==> src/rtl/fu_arith_issue_arb.sv <==
`default_nettype none
// ============================================================================
// Module      : fu_arith_issue_arb
// Description : Round-robin issue arbiter sharing one fu_arith unit between
//               NUM_REQ reservation-station requesters through a one-entry
//               issue register. Optional per-requester performance counters
//               are enabled by defining FU_ARB_STATS_EN.
// Revision    : 1.0 - initial release
// ============================================================================
module fu_arith_issue_arb #(
    parameter int NUM_REQ = 4,
    parameter int DATA_W  = 64,
    parameter int PRN_W   = 7,
    parameter int ID_W    = 6,
    parameter int IDX_W   = $clog2(NUM_REQ)
) (
    input  logic                    clk,
    input  logic                    rst,
    input  logic [NUM_REQ-1:0]      i_req_valid,
    output logic [NUM_REQ-1:0]      o_req_ready,
    input  logic [NUM_REQ*32-1:0]   i_req_inst,
    input  logic [NUM_REQ*DATA_W-1:0] i_req_op0,
    input  logic [NUM_REQ*DATA_W-1:0] i_req_op1,
    input  logic [NUM_REQ*PRN_W-1:0] i_req_prn,
    input  logic [NUM_REQ*ID_W-1:0] i_req_inst_id,
    input  logic                    i_flush,
    input  logic                    i_fu_ready,
    output logic                    o_fu_inst_valid,
    output logic [31:0]             o_fu_inst,
    output logic [DATA_W-1:0]       o_fu_op0,
    output logic [DATA_W-1:0]       o_fu_op1,
    output logic [PRN_W-1:0]        o_fu_out_prn,
    output logic [ID_W-1:0]         o_fu_inst_id,
    output logic [IDX_W-1:0]        o_grant_idx,
    output logic [NUM_REQ*32-1:0]   o_stat_grants,
    output logic [31:0]             o_stat_stall
);

    localparam logic [IDX_W:0]   c_NUM_EXT = (IDX_W+1)'(NUM_REQ);
    localparam logic [IDX_W-1:0] c_LAST    = IDX_W'(NUM_REQ - 1);

    logic                r_valid;
    logic [31:0]         r_inst;
    logic [DATA_W-1:0]   r_op0;
    logic [DATA_W-1:0]   r_op1;
    logic [PRN_W-1:0]    r_prn;
    logic [ID_W-1:0]     r_id;
    logic [IDX_W-1:0]    r_grant_idx;
    logic [IDX_W-1:0]    r_rr_ptr;

    logic                w_can_accept;
    logic                w_found;
    logic                w_grant;
    logic [IDX_W-1:0]    w_sel;
    logic [IDX_W-1:0]    w_idx;
    logic [IDX_W:0]      w_sum;
    logic [IDX_W-1:0]    w_next_ptr;

    // Round-robin search from r_rr_ptr upward (mod NUM_REQ) for the first valid requester
    always_comb begin
        w_can_accept = ~i_flush & (~r_valid | i_fu_ready);
        w_found      = 1'b0;
        w_sel        = '0;
        w_sum        = '0;
        w_idx        = '0;
        for (int k = 0; k < NUM_REQ; k++) begin
            w_sum = {1'b0, r_rr_ptr} + (IDX_W+1)'(k);
            if (w_sum >= c_NUM_EXT) begin
                w_sum = w_sum - c_NUM_EXT;
            end
            w_idx = w_sum[IDX_W-1:0];
            if (!w_found && i_req_valid[w_idx]) begin
                w_found = 1'b1;
                w_sel   = w_idx;
            end
        end
        // Held in reset the flops are already cleared, but requesters must not see a grant
        w_grant     = w_can_accept & w_found & ~rst;
        o_req_ready = '0;
        if (w_grant) begin
            o_req_ready[w_sel] = 1'b1;
        end
        w_next_ptr = (w_sel == c_LAST) ? '0 : w_sel + 1'b1;
    end

    // Issue register: flush clears, a grant loads (replacing a consumed entry), consume clears, stall holds
    always_ff @(posedge clk or posedge rst) begin
        if (rst) begin
            r_valid     <= 1'b0;
            r_inst      <= '0;
            r_op0       <= '0;
            r_op1       <= '0;
            r_prn       <= '0;
            r_id        <= '0;
            r_grant_idx <= '0;
            r_rr_ptr    <= '0;
        end else if (i_flush) begin
            r_valid <= 1'b0;
        end else if (w_grant) begin
            r_valid     <= 1'b1;
            r_inst      <= i_req_inst[w_sel*32 +: 32];
            r_op0       <= i_req_op0[w_sel*DATA_W +: DATA_W];
            r_op1       <= i_req_op1[w_sel*DATA_W +: DATA_W];
            r_prn       <= i_req_prn[w_sel*PRN_W +: PRN_W];
            r_id        <= i_req_inst_id[w_sel*ID_W +: ID_W];
            r_grant_idx <= w_sel;
            r_rr_ptr    <= w_next_ptr;
        end else if (r_valid && i_fu_ready) begin
            r_valid <= 1'b0;
        end
    end

    assign o_fu_inst_valid = r_valid;
    assign o_fu_inst       = r_inst;
    assign o_fu_op0        = r_op0;
    assign o_fu_op1        = r_op1;
    assign o_fu_out_prn    = r_prn;
    assign o_fu_inst_id    = r_id;
    assign o_grant_idx     = r_grant_idx;

`ifdef FU_ARB_STATS_EN
    logic [31:0] r_stat_stall;

    // Saturating count of cycles where the FU refuses a valid entry
    always_ff @(posedge clk or posedge rst) begin
        if (rst) begin
            r_stat_stall <= '0;
        end else if (r_valid && !i_fu_ready && !i_flush && r_stat_stall != 32'hFFFF_FFFF) begin
            r_stat_stall <= r_stat_stall + 32'd1;
        end
    end

    assign o_stat_stall = r_stat_stall;

    for (genvar g = 0; g < NUM_REQ; g++) begin : g_stat_grant
        logic [31:0] r_cnt;

        // Saturating count of grants to this requester
        always_ff @(posedge clk or posedge rst) begin
            if (rst) begin
                r_cnt <= '0;
            end else if (w_grant && w_sel == IDX_W'(g) && r_cnt != 32'hFFFF_FFFF) begin
                r_cnt <= r_cnt + 32'd1;
            end
        end

        assign o_stat_grants[g*32 +: 32] = r_cnt;
    end
`else
    assign o_stat_grants = '0;
    assign o_stat_stall  = '0;
`endif

endmodule
`default_nettype wire

==> config.mk <==
export PLATFORM = sky130hd
export DESIGN_NAME = fu_arith_issue_arb
export DESIGN_NICKNAME = d
export VERILOG_FILES = /design/src/rtl/fu_arith_issue_arb.sv
export SDC_FILE = /design/constraint.sdc
export NUM_CORES = 1
export LEC_CHECK = 0
export CAP_MARGIN = 0
export CORE_AREA = 2 2 410 412
export DETAILED_ROUTE_END_ITERATION = 8
export DIE_AREA = 0 0 412 414
export GPL_ROUTABILITY_DRIVEN = 0
export SETUP_SLACK_MARGIN = 0.5
export SKIP_LAST_GASP = 1
export SLEW_MARGIN = 25
export SYNTH_ARGS = -nofsm -noshare
export SYNTH_HDL_FRONTEND = slang
export SYNTH_SLANG_ARGS = --single-unit
==> constraint.sdc <==
create_clock -name clk -period 8.1 [get_ports clk]
set_input_delay 1.62 -clock clk [delete_from_list [all_inputs] [get_ports clk]]
set_output_delay 1.62 -clock clk [all_outputs]
set_load 0.01 [all_outputs]
==> metrics, run 1 <==
clk root buf=clkbuf_16; htree depth=4; maximum fanout along the worst path=approximately 110; DP Wirelength=83,500 um; nets=roughly 3,200; DR pass1 iterations=6; WHS Path Cells=1; Slew @ Worst Pin=~1.2 ns; Final ANT Viol Nets=0; sequential fraction of the synthesis area=between 30% and 40%; area of the core=approximately 170,000 um2; Post CTS Setup Buffer Count=0; r2r setup slk=~3.9 ns; Pint=a little under 3 mW; Reg2Reg Depth=7; wire per inst=21.2 um; clk sink count=~180; antenna violations before repair=39; grt total ovfl=0; share of cells above drive strength 1=about 2.5%; IO Port Bufs=approximately 880; Num CTS Buffers=17; combinational share of power=~55%; die area=between 150,000 and 200,000 um2; most common cell after layout, fill and taps aside=clkdlybuf4s50_1; Tot GR Track Use=a little under an eighth; vias per cell=between 3 and 4; Clock power frac=16.9%; wl on met1=43,900 um; most frequent cells in the layout=clkdlybuf4s50_1, nand2_1, a21oi_1, dfrtp_1, a211o_1; PD cells=~230 nW/um2; Min-Delay Path Class=reg2reg; Final period util=between 70% and 80%; endpoints failing setup=0; maxcap violations=0; buffer depth of the longest clock path=2; area leader, netlist=dfrtp_1; unrepaired setup endpoints after global routing=no; # rows=150; hold_ws=~0.5 ns; final cell count without fillers=~4,700; final core utilization=between 10% and 20%; setup TNS=0 ns; path length in cells of the critical path=7; via count=15,100; crit-path leading delay family=buffers and inverters; Iter 0 DRT Violations=about 1,000; Max Fclk=164 MHz; Slew HR=between 20% and 30%; cts repair resizes=0; Final Hold Viols=0; Initial Util=under 10%; post-layout min period=roughly 6 ns; Slowest-stage cell, CP=clkdlybuf4s50_1; DR WL met2=around 47,000 um; top cells by area, synth=dfrtp_1, nand2_1, a21oi_1; Synth Warn #=0; met3 WL=roughly 7600 um; post-synth top area share=between 30% and 40%; maximum vdd ir drop=approximately 180 uV; synthesized area per cell=7.20 um2; outcome=complete, no violations; CTS tree=done; die height=414 um; max-slew violations=0; switching part of the total=45.9%; DR DRC count=0; CP Class=in2out; distinct cell type count after synthesis=26; post-synthesis register bit count=178; sequential power share=between 20 and 30%; Post-Syn Area=roughly 12,000 um2; Clock Pin Slew Worst Setup and Hold Paths=0.08 ns; Worst Path Arrival=between 4 and 5 ns; WP buf/inv=3; count of hold-fix buffers inserted at cts=0; crit-path max cell delay=approximately 0.57 ns; Worst EP required=6.48 ns; vias in the first global route=about 15,000; largest net degree at the start of global routing=~160; Die X=between 400 and 500 um; Switch Pwr=2.51 mW; cell chain of the critical path=clkdlybuf4s50_1, or3b_2, o221a_4, inv_8, ha_1, and2_1, clkdlybuf4s50_1; Area Overhead vs Synth=90.0%; synthesized instance count=between 1,500 and 2,000; clk_lat worst skew=between 0.5 and 0.6 ns; placed cells=4,691; leak pwr=approximately 10 nW; CP most frequent cell=clkdlybuf4s50_1; I/O pins=between 1,000 and 1,500; final wirelength=approximately 100,000 um; Worst setup EP type=output pin; clock skew=approximately 0.015 ns; CP Launch Type=input port; highest routed layer=met5; first-pass GRT wire length=roughly 130,000 um
## final cells by class
| cell class | instances | area [um2] |
|---|---|---|
| clock buffers | 17 | 425 |
| inverters | 5 | 33.8 |
| multi-input cells | 1406 | 6730 |
| diodes | 10 | 25.0 |
| flip-flops and latches | 178 | 4450 |
| repair buffers | 898 | 9000 |
| fillers | 19000 | 143000 |
| well taps | 2204 | 2760 |
| clock inverters | 15 | 166 |
## worst reg2reg max path, delay by kind of cell (launching register included)
kind,cells,cell delay (ns)
flops,1,0.58
compound gates,3,1.54
simple gates,1,0.16
mux,1,0.40
buf+inv,2,1.48
## cells by family (layout without fill, tap and decap cells)
logic type                 Yosys count  in the layout  synth area share, %
and+or+nand+nor                    714            714                 21.9
AOI/OAI and AO/OA                  527            527                 26.6
buffers and inverters              300            935                 15.1
DFF                                178            178                 35.9
adders and majority gates            4              4                0.403
other                                1            170               0.0302
muxes                                1              1               0.0907
## per-layer routing
layer	vias up	GRT usage [%]
li1	7056	-
met5	-	0
met1	7228	14.4
met4	16	2.81
met2	721	18.6
met3	106	3.16
## registers in the layout (all words and copies together) (netlist names)
signal and count:
o_fu_inst_id 6, o_grant_idx 2, o_fu_inst 32, o_fu_op0 64, o_fu_inst_valid 1, r_rr_ptr 2
o_fu_op1 64, o_fu_out_prn 7
## power groups by stage
stage	clock [mW]	sequential [mW]	combinational (mW)
2_1_floorplan	0	1.60	1.05
3_3_place_gp	0	1.52	3.10
3_5_place_dp	0	1.53	3.10
4_1_cts	0.997	1.52	3.12
5_1_grt	1.01	1.56	3.22
6_report	0.921	1.52	3.02
## per-stage QoR
step	setup WS (ns)	cell area, um2	total power [mW]
final	2.00	23600	5.46
after global placement	1.98	22900	4.62
after CTS	1.98	23600	5.63
after detailed placement	1.99	23000	4.63
after global routing	1.86	23600	5.79
after floorplan	1.65	13000	2.65
## final timing paths
path	startpoint	to
max	i_req_valid[0]	o_req_ready[2]
max reg2reg	r_rr_ptr[1]	o_fu_op0[51]
min reg2reg	o_fu_op0[19]	o_fu_op0[19]
min	o_fu_op0[19]	o_fu_op0[19]
min in group asynchronous	rst	o_fu_out_prn[0]
max in group asynchronous	rst	o_fu_op0[55]
## synthesized netlist by cell type
master and n:
nand2_1 699, a21oi_1 348, conb_1 1, and2_1 4, a21boi_0 1, or4_1 1, clkbuf_1 96, a211o_1 173
buf_6 17, or3_4 1, or3b_2 1, o21ai_0 3, nor2b_1 2, dfrtp_1 178, buf_2 16, ha_1 4
mux2_2 1, o221a_2 1, a311oi_1 1, inv_1 4, nor2_1 2, buf_4 161, buf_1 5, nand2b_1 2
nor4_1 2, clkinv_1 1
Note: power is estimated with default switching activity, not from simulation.
==> run 2, diff against run 1 <==
- CORE_AREA: 2 2 410 412 -> 2 2 405 407
- DIE_AREA: 0 0 412 414 -> 0 0 407 409
- clock period: 8.1 -> 5.06 ns (I/O delays scaled with it)
==> metrics, run 2 (synthesized netlist as in run 1, its figures left out) <==
leak pwr=~10 nW; Final Hold Viols=0; vias per cell=approximately 3.2; CP Launch Type=input port; DP Wirelength=81,500 um; Die X=407 um; share of cells above drive strength 1=roughly 3.5%; post-layout min period=around 4.4 ns; Final period util=between 80% and 90%; maximum fanout along the worst path=29; Tot GR Track Use=11.3%; Worst Path Arrival=3.37 ns; DR DRC count=0; die height=approximately 410 um; antenna violations before repair=32; cts repair resizes=0; CTS tree=done; Initial Util=7.66%; most frequent cells in the layout=clkdlybuf4s50_1, nand2_1, a21oi_1, dfrtp_1, a211o_1; most common cell after layout, fill and taps aside=clkdlybuf4s50_1; Area Overhead vs Synth=92.5%; final wirelength=98,400 um; fillers=18,500; first-pass GRT wire length=approximately 130,000 um; maxcap violations=0; outcome=complete, no violations; Clock Pin Slew Worst Setup and Hold Paths=roughly 0.08 ns; maximum vdd ir drop=279 uV; Post CTS Setup Buffer Count=0; die area=166,000 um2; hold_ws=0.491 ns; clock skew=between 0.02 and 0.025 ns; clk root buf=clkbuf_16; buffer depth of the longest clock path=2; max-slew violations=0; Max Fclk=around 230 MHz; endpoints failing setup=0; clk_lat worst skew=~0.53 ns; area of the core=between 150,000 and 200,000 um2; Slew @ Worst Pin=about 1.1 ns; Final ANT Viol Nets=0; Num CTS Buffers=17; Worst EP required=4.05 ns; IO Port Bufs=~880; Slew HR=around a quarter; clk sink count=178; PD cells=~370 nW/um2; Min-Delay Path Class=reg2reg; Worst setup EP type=output pin; # rows=148; DR pass1 iterations=5; nets=about 3,200; I/O pins=roughly 1,000; vias in the first global route=between 10,000 and 15,000; count of hold-fix buffers inserted at cts=0; htree depth=4; setup TNS=0 ns; Tot Pwr=~8.8 mW; unrepaired setup endpoints after global routing=no; grt total ovfl=0; CP Class=in2out; largest net degree at the start of global routing=166; Iter 0 DRT Violations=around 1,100; via count=between 15,000 and 20,000; wire per inst=approximately 21 um
run 2: power by group:
| part | switching [mW] | internal [mW] |
|---|---|---|
| combinational | 2.74 | 2.16 |
| clock | 0.857 | 0.673 |
| sequential | 0.436 | 1.98 |
| total | 4.03 | 4.81 |
run 2: worst paths after layout:
kind                       slack [ns]  cells past startpoint       startpoint              end
max                              0.68                      7   i_req_valid[0]   o_req_ready[2]
min                              0.49                      1  o_fu_inst_id[0]  o_fu_inst_id[0]
max reg2reg                      1.89                      8      r_rr_ptr[1]     o_fu_op1[32]
min reg2reg                      0.49                      1  o_fu_inst_id[0]  o_fu_inst_id[0]
max in group asynchronous        3.30                      4              rst     o_fu_op0[38]
min in group asynchronous        0.92                      2              rst  o_fu_out_prn[1]
run 2: critical path, stage by stage:
cell and delay, ns:
clkdlybuf4s50_1 0.59, or3b_2 0.48, o221a_4 0.21, inv_8 0.21
ha_1 0.18, and2_1 0.13, clkdlybuf4s50_1 0.54
run 2: layout make-up:
class	instances	area, um2	area share (%)
Antenna cell	11	27.5	0.115
Clock buffer	17	425	1.78
Clock inverter	15	189	0.790
Inverter	5	30.0	0.126
Multi-Input combinational cell	1406	6720	28.1
Sequential cell	178	4450	18.6
Tap cell	2175	2720	11.4
Timing Repair Buffer	926	9340	39.1
run 2: routing by layer:
layer	vias to the layer above	global-route usage, %	routed length, um
met2	728	18.0	45600
met1	7352	14.8	43800
met5	-	0	116
li1	7121	-	-
met4	18	3.89	2450
met3	94	2.52	6430
run 2: per-stage QoR:
| step | std cells | utilization (%) | worst slack (ns) | cell area (um2) |
|---|---|---|---|---|
| final | 4733 | 14.8 | 0.680 | 23900 |
| after detailed placement | 4690 | 14.4 | 0.654 | 23300 |
| after CTS | 4722 | 14.7 | 0.643 | 23900 |
| after global placement | 4689 | 14.3 | 0.602 | 23200 |
| after floorplan | 1884 | - | 1.58 | 13000 |
| after global routing | 4727 | 14.7 | 0.568 | 23900 |
